<file path="src/rtl/mips_alu_pkg.sv">
// ---------------------------------------------------------------------------
// mips_alu_pkg
//   Shared definitions for the ALU shift path.
//   - State encoding of the serial shifter control FSM.
//   - Default data / shift-amount widths.
//   - Step select for the shr_step datapath slice.
//   - MIPS R-type function codes for the right shifts, plus helpers used by
//     the decoder that derives the 'arith' control bit.
// ---------------------------------------------------------------------------
package mips_alu_pkg;

    // Default widths; 2**DEF_SHAMT_W must equal DEF_WIDTH.
    localparam int DEF_WIDTH   = 32;
    localparam int DEF_SHAMT_W = 5;

    // Control FSM states of serial_shift_right.
    typedef enum logic [1:0] {
        S_IDLE  = 2'd0,
        S_SHIFT = 2'd1,
        S_DONE  = 2'd2
    } shr_state_e;

    // How far shr_step moves the register in one cycle.
    typedef enum logic {
        STEP_1 = 1'b0,
        STEP_4 = 1'b1
    } shr_step_e;

    // R-type function codes of the right shifts.
    localparam logic [5:0] FUNCT_SRL  = 6'h02;
    localparam logic [5:0] FUNCT_SRA  = 6'h03;
    localparam logic [5:0] FUNCT_SRLV = 6'h06;
    localparam logic [5:0] FUNCT_SRAV = 6'h07;

    // True for any of the four right-shift function codes.
    function automatic logic is_shr_funct(input logic [5:0] funct);
        return (funct == FUNCT_SRL)  || (funct == FUNCT_SRA) ||
               (funct == FUNCT_SRLV) || (funct == FUNCT_SRAV);
    endfunction

    // True when the function code asks for sign fill (SRA / SRAV).
    function automatic logic is_arith_funct(input logic [5:0] funct);
        return (funct == FUNCT_SRA) || (funct == FUNCT_SRAV);
    endfunction

endpackage

</file>
<file path="src/rtl/serial_shift_right_shr_step.sv">
// ---------------------------------------------------------------------------
// shr_step
//   Combinational one-step right shift of the working register.
//   Ports:
//     reg_i   [WIDTH-1:0]  current working register
//     fill_i               bit shifted in at the top (sign or zero)
//     step_i               STEP_1: shift by 1, STEP_4: shift by 4
//     reg_o   [WIDTH-1:0]  working register after this step
// ---------------------------------------------------------------------------
module shr_step
    import mips_alu_pkg::*;
#(
    parameter int WIDTH = DEF_WIDTH
) (
    input  logic [WIDTH-1:0] reg_i,
    input  logic             fill_i,
    input  shr_step_e        step_i,
    output logic [WIDTH-1:0] reg_o
);

    always_comb begin
        reg_o = {fill_i, reg_i[WIDTH-1:1]};
        if (step_i == STEP_4) begin
            reg_o = {{4{fill_i}}, reg_i[WIDTH-1:4]};
        end
    end

endmodule

</file>
<file path="src/rtl/serial_shift_right.sv">
// ---------------------------------------------------------------------------
// serial_shift_right
//   Multi-cycle logical / arithmetic right shift (SRL/SRA/SRLV/SRAV) for the
//   ALU path. Shifts one bit per cycle; the pipeline stalls while busy=1.
//
//   Ports:
//     clk                  clock, rising edge
//     rst_n                asynchronous active-low reset
//     start                request, sampled only while busy=0
//     data_in [WIDTH-1:0]  operand (rt value)
//     shamt   [SHAMT_W-1:0] shift amount 0..WIDTH-1
//     arith                1 = sign fill (SRA/SRAV), 0 = zero fill
//     busy                 high from the cycle after accept through DONE
//     done                 one-cycle pulse, result valid in that cycle
//     result  [WIDTH-1:0]  shifted value, held until the next accept
//     dbg_state [1:0]      current FSM state (debug observation only)
//
//   Handshake: a request is accepted on a rising edge where start=1 and the
//   FSM is IDLE (busy=0). Operands are captured only at that edge; start or
//   operand changes while busy are ignored, not queued. done pulses for one
//   cycle (shamt+2 cycles after the accept cycle in the default build); the
//   DONE cycle itself never accepts, so the next accept is the following
//   IDLE cycle.
//
//   Configuration macro SERIAL_SHIFT_RIGHT_FAST4_EN: when defined, the SHIFT
//   state moves 4 bits per cycle while at least 4 remain, giving latency
//   floor(shamt/4) + (shamt mod 4) + 2 with identical results.
//
//   SHAMT_W must satisfy 2**SHAMT_W == WIDTH (and SHAMT_W >= 3).
// ---------------------------------------------------------------------------
module serial_shift_right
    import mips_alu_pkg::*;
#(
    parameter int WIDTH   = DEF_WIDTH,
    parameter int SHAMT_W = DEF_SHAMT_W
) (
    input  logic               clk,
    input  logic               rst_n,
    input  logic               start,
    input  logic [WIDTH-1:0]   data_in,
    input  logic [SHAMT_W-1:0] shamt,
    input  logic               arith,
    output logic               busy,
    output logic               done,
    output logic [WIDTH-1:0]   result,
    output logic [1:0]         dbg_state
);

    shr_state_e         state_q;
    logic               busy_q;
    logic               done_q;
    logic [WIDTH-1:0]   result_q;
    logic [WIDTH-1:0]   sreg_q;
    logic [SHAMT_W-1:0] count_q;
    logic               fill_q;

    shr_step_e          step_sel;
    logic [WIDTH-1:0]   sreg_d;
    logic [SHAMT_W-1:0] count_d;

    // Step size for the current SHIFT cycle.
`ifdef SERIAL_SHIFT_RIGHT_FAST4_EN
    always_comb begin
        step_sel = STEP_1;
        if (count_q >= SHAMT_W'(4)) begin
            step_sel = STEP_4;
        end
    end
`else
    assign step_sel = STEP_1;
`endif

    always_comb begin
        count_d = count_q - SHAMT_W'(1);
        if (step_sel == STEP_4) begin
            count_d = count_q - SHAMT_W'(4);
        end
    end

    shr_step #(
        .WIDTH (WIDTH)
    ) u_step (
        .reg_i  (sreg_q),
        .fill_i (fill_q),
        .step_i (step_sel),
        .reg_o  (sreg_d)
    );

    // Control FSM. busy/done are registered alongside the state so they
    // carry no combinational path from start.
    always_ff @(posedge clk or negedge rst_n) begin
        if (!rst_n) begin
            state_q  <= S_IDLE;
            busy_q   <= 1'b0;
            done_q   <= 1'b0;
            result_q <= '0;
            sreg_q   <= '0;
            count_q  <= '0;
            fill_q   <= 1'b0;
        end else begin
            done_q <= 1'b0;
            case (state_q)
                S_IDLE: begin
                    if (start) begin
                        sreg_q  <= data_in;
                        count_q <= shamt;
                        // Sign fill is frozen here, so a positive operand
                        // with arith=1 shifts in zeros.
                        fill_q  <= arith & data_in[WIDTH-1];
                        state_q <= S_SHIFT;
                        busy_q  <= 1'b1;
                    end
                end
                S_SHIFT: begin
                    if (count_q != '0) begin
                        sreg_q  <= sreg_d;
                        count_q <= count_d;
                    end else begin
                        result_q <= sreg_q;
                        state_q  <= S_DONE;
                        done_q   <= 1'b1;
                    end
                end
                S_DONE: begin
                    state_q <= S_IDLE;
                    busy_q  <= 1'b0;
                end
                default: begin
                    state_q <= S_IDLE;
                    busy_q  <= 1'b0;
                end
            endcase
        end
    end

    assign busy      = busy_q;
    assign done      = done_q;
    assign result    = result_q;
    assign dbg_state = state_q;

endmodule

</file>
<file path="config.mk">
export PLATFORM = sky130hd
export DESIGN_NAME = serial_shift_right
export DESIGN_NICKNAME = d
export VERILOG_FILES = /design/src/rtl/mips_alu_pkg.sv /design/src/rtl/serial_shift_right_shr_step.sv /design/src/rtl/serial_shift_right.sv
export SDC_FILE = /design/constraint.sdc
export NUM_CORES = 1
export LEC_CHECK = 0
export BUFFER_PORTS_ARGS = -buffer_cell sky130_fd_sc_hd__buf_2
export CAP_MARGIN = 30
export CORE_ASPECT_RATIO = 0.9
export CORE_UTILIZATION = 40
export CTS_CLUSTER_SIZE = 20
export DETAILED_ROUTE_END_ITERATION = 10
export HOLD_SLACK_MARGIN = 0.1
export MAX_ROUTING_LAYER = met4
export SLEW_MARGIN = 10
export SYNTH_ARGS = -nofsm -noshare
export SYNTH_HDL_FRONTEND = slang
export SYNTH_SLANG_ARGS = --single-unit
</file>
<file path="constraint.sdc">
create_clock -name clk -period 4.3 [get_ports clk]
set_input_delay 0.86 -clock clk [delete_from_list [all_inputs] [get_ports clk]]
set_output_delay 0.86 -clock clk [all_outputs]
set_load 0.02 [all_outputs]
</file>
==> metrics <==
CTS tree=yes; pin count of the biggest net entering global routing=between 70 and 80; Core Footprint=0.00766 mm2; largest stage delay on the critical path=approximately 0.92 ns; deepest clock path buffer count=2; syn_nets=334; Final #Nets=just over 400; max-slew headroom at the worst pin=between 40% and 50%; initial core utilization=41.9%; FF-to-FF path depth=4; Max VDD drop=0.348 mV; post-CTS resize count=0; Cell variety after synth=24; most frequent cells in the layout=75 x buf_2, 74 x dfrtp_1, 68 x nand2_1, 35 x nor2_1, 32 x a31oi_1; Residual DRC=0; number of cell rows=30; Yosys reg bits=74; Synth async-reset ratio=100%; # fillers=roughly 740; FMAX=approximately 370 MHz; Max Fanout on Critical Path=44; IO Pins=77; Die Height=~87 um; clk_lat worst skew=between 0.3 and 0.4 ns; max_cap viols=0; Post-synth EDFFs=0; sequential cell area=around 0.0019 mm2; Clock Tree Root=clkbuf_8; Crit Path Category=register to register; Final period util=62.1%; Setup Slack @ Placement=around 1.6 ns; drt pass-1 iters=4; CP required=between 4 and 5 ns; setup TNS=0 ns; skew final=0.0150 ns; multi-input logic area=between 0.001 and 0.0015 mm2; CTS sink count=between 70 and 80; commonest non-fill, non-tap cell in the layout=buf_2; GRT Overall Usage=between 10% and 20%; power per cell area=863 mW/mm2; CP cell instances=nand2b_2 -> or3_2 -> buf_16 -> mux2_4; Post-Syn Area=between 0.003 and 0.004 mm2; Detailed Route WL=~6400 um; Seq/Total Area, Yosys=57.8%; first-pass GRT wire length=between 10000 and 15000 um; mean post-synth cell area=11.0 um2; Synthesis Warnings=0; post-route setup slack=1.63 ns; routability cong.=around 0.75; clk slew on worst S/H paths=around 0.080 ns; Die W=a little under 100 um; via count=between 2k and 2.5k; Hold Fails Final Rpt=0; number of global-route vias before repair=between 2k and 2.5k; layout cells sized above 1=36.2%; Reg2Reg Setup Slack=1.63 ns; antenna violations before repair=1; Post-DP HPWL=roughly 4300 um; die area=approximately 0.0084 mm2; Crit. End Element=register; Most used DFF post-synth=dfrtp_1; area grow syn2layout=21.6%; routed len/inst=~14 um; status=complete, no violations; Leakage=~0.002 uW; unrepaired setup endpoints after global routing=false; CTS buffer count=9; Crit-path slowest cell=or3_2; setup violators final=0; Reg-to-Reg Start=dbg_state[1]$_DFFE_PN0P_; H-tree Lvls=3; family with the most delay on the worst path=simple AND/OR/NAND/NOR gates; Setup Buffers After CTS=0; Starting DRT DRC Count=roughly 120; Worst Tran Pin Value=0.824 ns; max-slew violations=0; worst r2r dst=result[17]$_DFFE_PN0P_; CTS Hold Buffers Added=0; via/cell ratio=just under 5; CP Buf/Inv Count=1; Final ANT Viol Nets=0; GRT overflow=0; # port buffers=76; crit path DAT=around 2.9 ns; Synth Instances=292; Startpoint Class=register; Worst Hold Class=input pin to async pin; Final min period=around 2.7 ns
final cells by class:
cell class / instances / area share, %
sequential: 74 / 47.5
multi-input combinational: 192 / 31.6
timing repair buffer: 80 / 11.4
clock buffer: 10 / 3.53
tap: 96 / 3.08
clock inverter: 6 / 2.31
inverter: 5 / 0.481
antenna: 1 / 0.0642
power breakdown:
part	internal [uW]	switching, uW
registers	1060	238
clock network	343	258
logic	665	795
total	2070	1290
kinds of logic after synthesis:
group | count (synthesis) | share of synthesized area (%)
mux | 32 | 14.5
simple gates | 110 | 13.5
buf+inv | 26 | 4.02
fa+ha+maj | 1 | 0.390
flops | 74 | 57.8
compound gates | 49 | 9.84
through the flow:
| stage | instances | area [um2] | hold WS (ns) | power [uW] | utilization [%] |
|---|---|---|---|---|---|
| final | 464 | 3900 | 0.445 | 3360 | 50.9 |
| after global routing | 464 | 3900 | 0.458 | 3630 | 50.9 |
| after CTS | 462 | 3880 | 0.512 | 3400 | 50.6 |
| after detailed placement | 446 | 3650 | 0.491 | 2790 | 47.6 |
| after global placement | 445 | 3620 | 0.486 | 2730 | 47.3 |
| after floorplan | 292 | 3210 | 0.474 | 2400 | - |
cells in the mapped netlist, types with 3 or more instances:
| cell | instances | area [um2] |
|---|---|---|
| nand2b_1 | 3 | 18.8 |
| buf_6 | 4 | 45.0 |
| o21ai_0 | 5 | 25.0 |
| dfrtp_1 | 74 | 1850 |
| a22o_1 | 3 | 26.3 |
| inv_1 | 5 | 18.8 |
| mux2_2 | 4 | 45.0 |
| mux2_4 | 28 | 420 |
| a21oi_1 | 4 | 20.0 |
| clkbuf_1 | 16 | 60.1 |
| a31oi_1 | 32 | 200 |
| nor2_1 | 35 | 131 |
| nand2_1 | 68 | 255 |
worst register-to-register path, delay by kind of cell, from the launching register on:
family        cells  cell delay [ns]
simple gates      2             1.52
mux               1             0.31
flops             1             0.44
buf+inv           1             0.28
metal layers:
metal  up-vias  share of wire (%)  GRT usage [%]
li1       1135                  -              -
met1      1053                 48           23.2
met2        66                 45           26.4
met3         6                6.0           6.02
met4         0               0.80           4.01
met5         -                  0              -
worst max path at each step:
stage | slack, ns | cells past startpoint | end | from
after CTS | 1.61 | 4 | result[17]$_DFFE_PN0P_ | dbg_state[1]$_DFFE_PN0P_
after global placement | 1.62 | 3 | result[6]$_DFFE_PN0P_ | dbg_state[1]$_DFFE_PN0P_
after detailed placement | 1.61 | 4 | result[17]$_DFFE_PN0P_ | dbg_state[1]$_DFFE_PN0P_
after global routing | 1.37 | 5 | count_q[0]$_DFFE_PN0P_ | dbg_state[1]$_DFFE_PN0P_
final | 1.63 | 4 | result[17]$_DFFE_PN0P_ | dbg_state[1]$_DFFE_PN0P_
after floorplan | 2.27 | 7 | result[10]$_DFFE_PN0P_ | count_q[0]$_DFFE_PN0P_
state kept, by name, indices dropped and copies added, names as in the netlist:
name / flops
busy: 1
done: 1
fill_q: 1
result: 32
dbg_state: 2
sreg_q: 32
count_q: 5
Power figures use the tool's default switching activity.
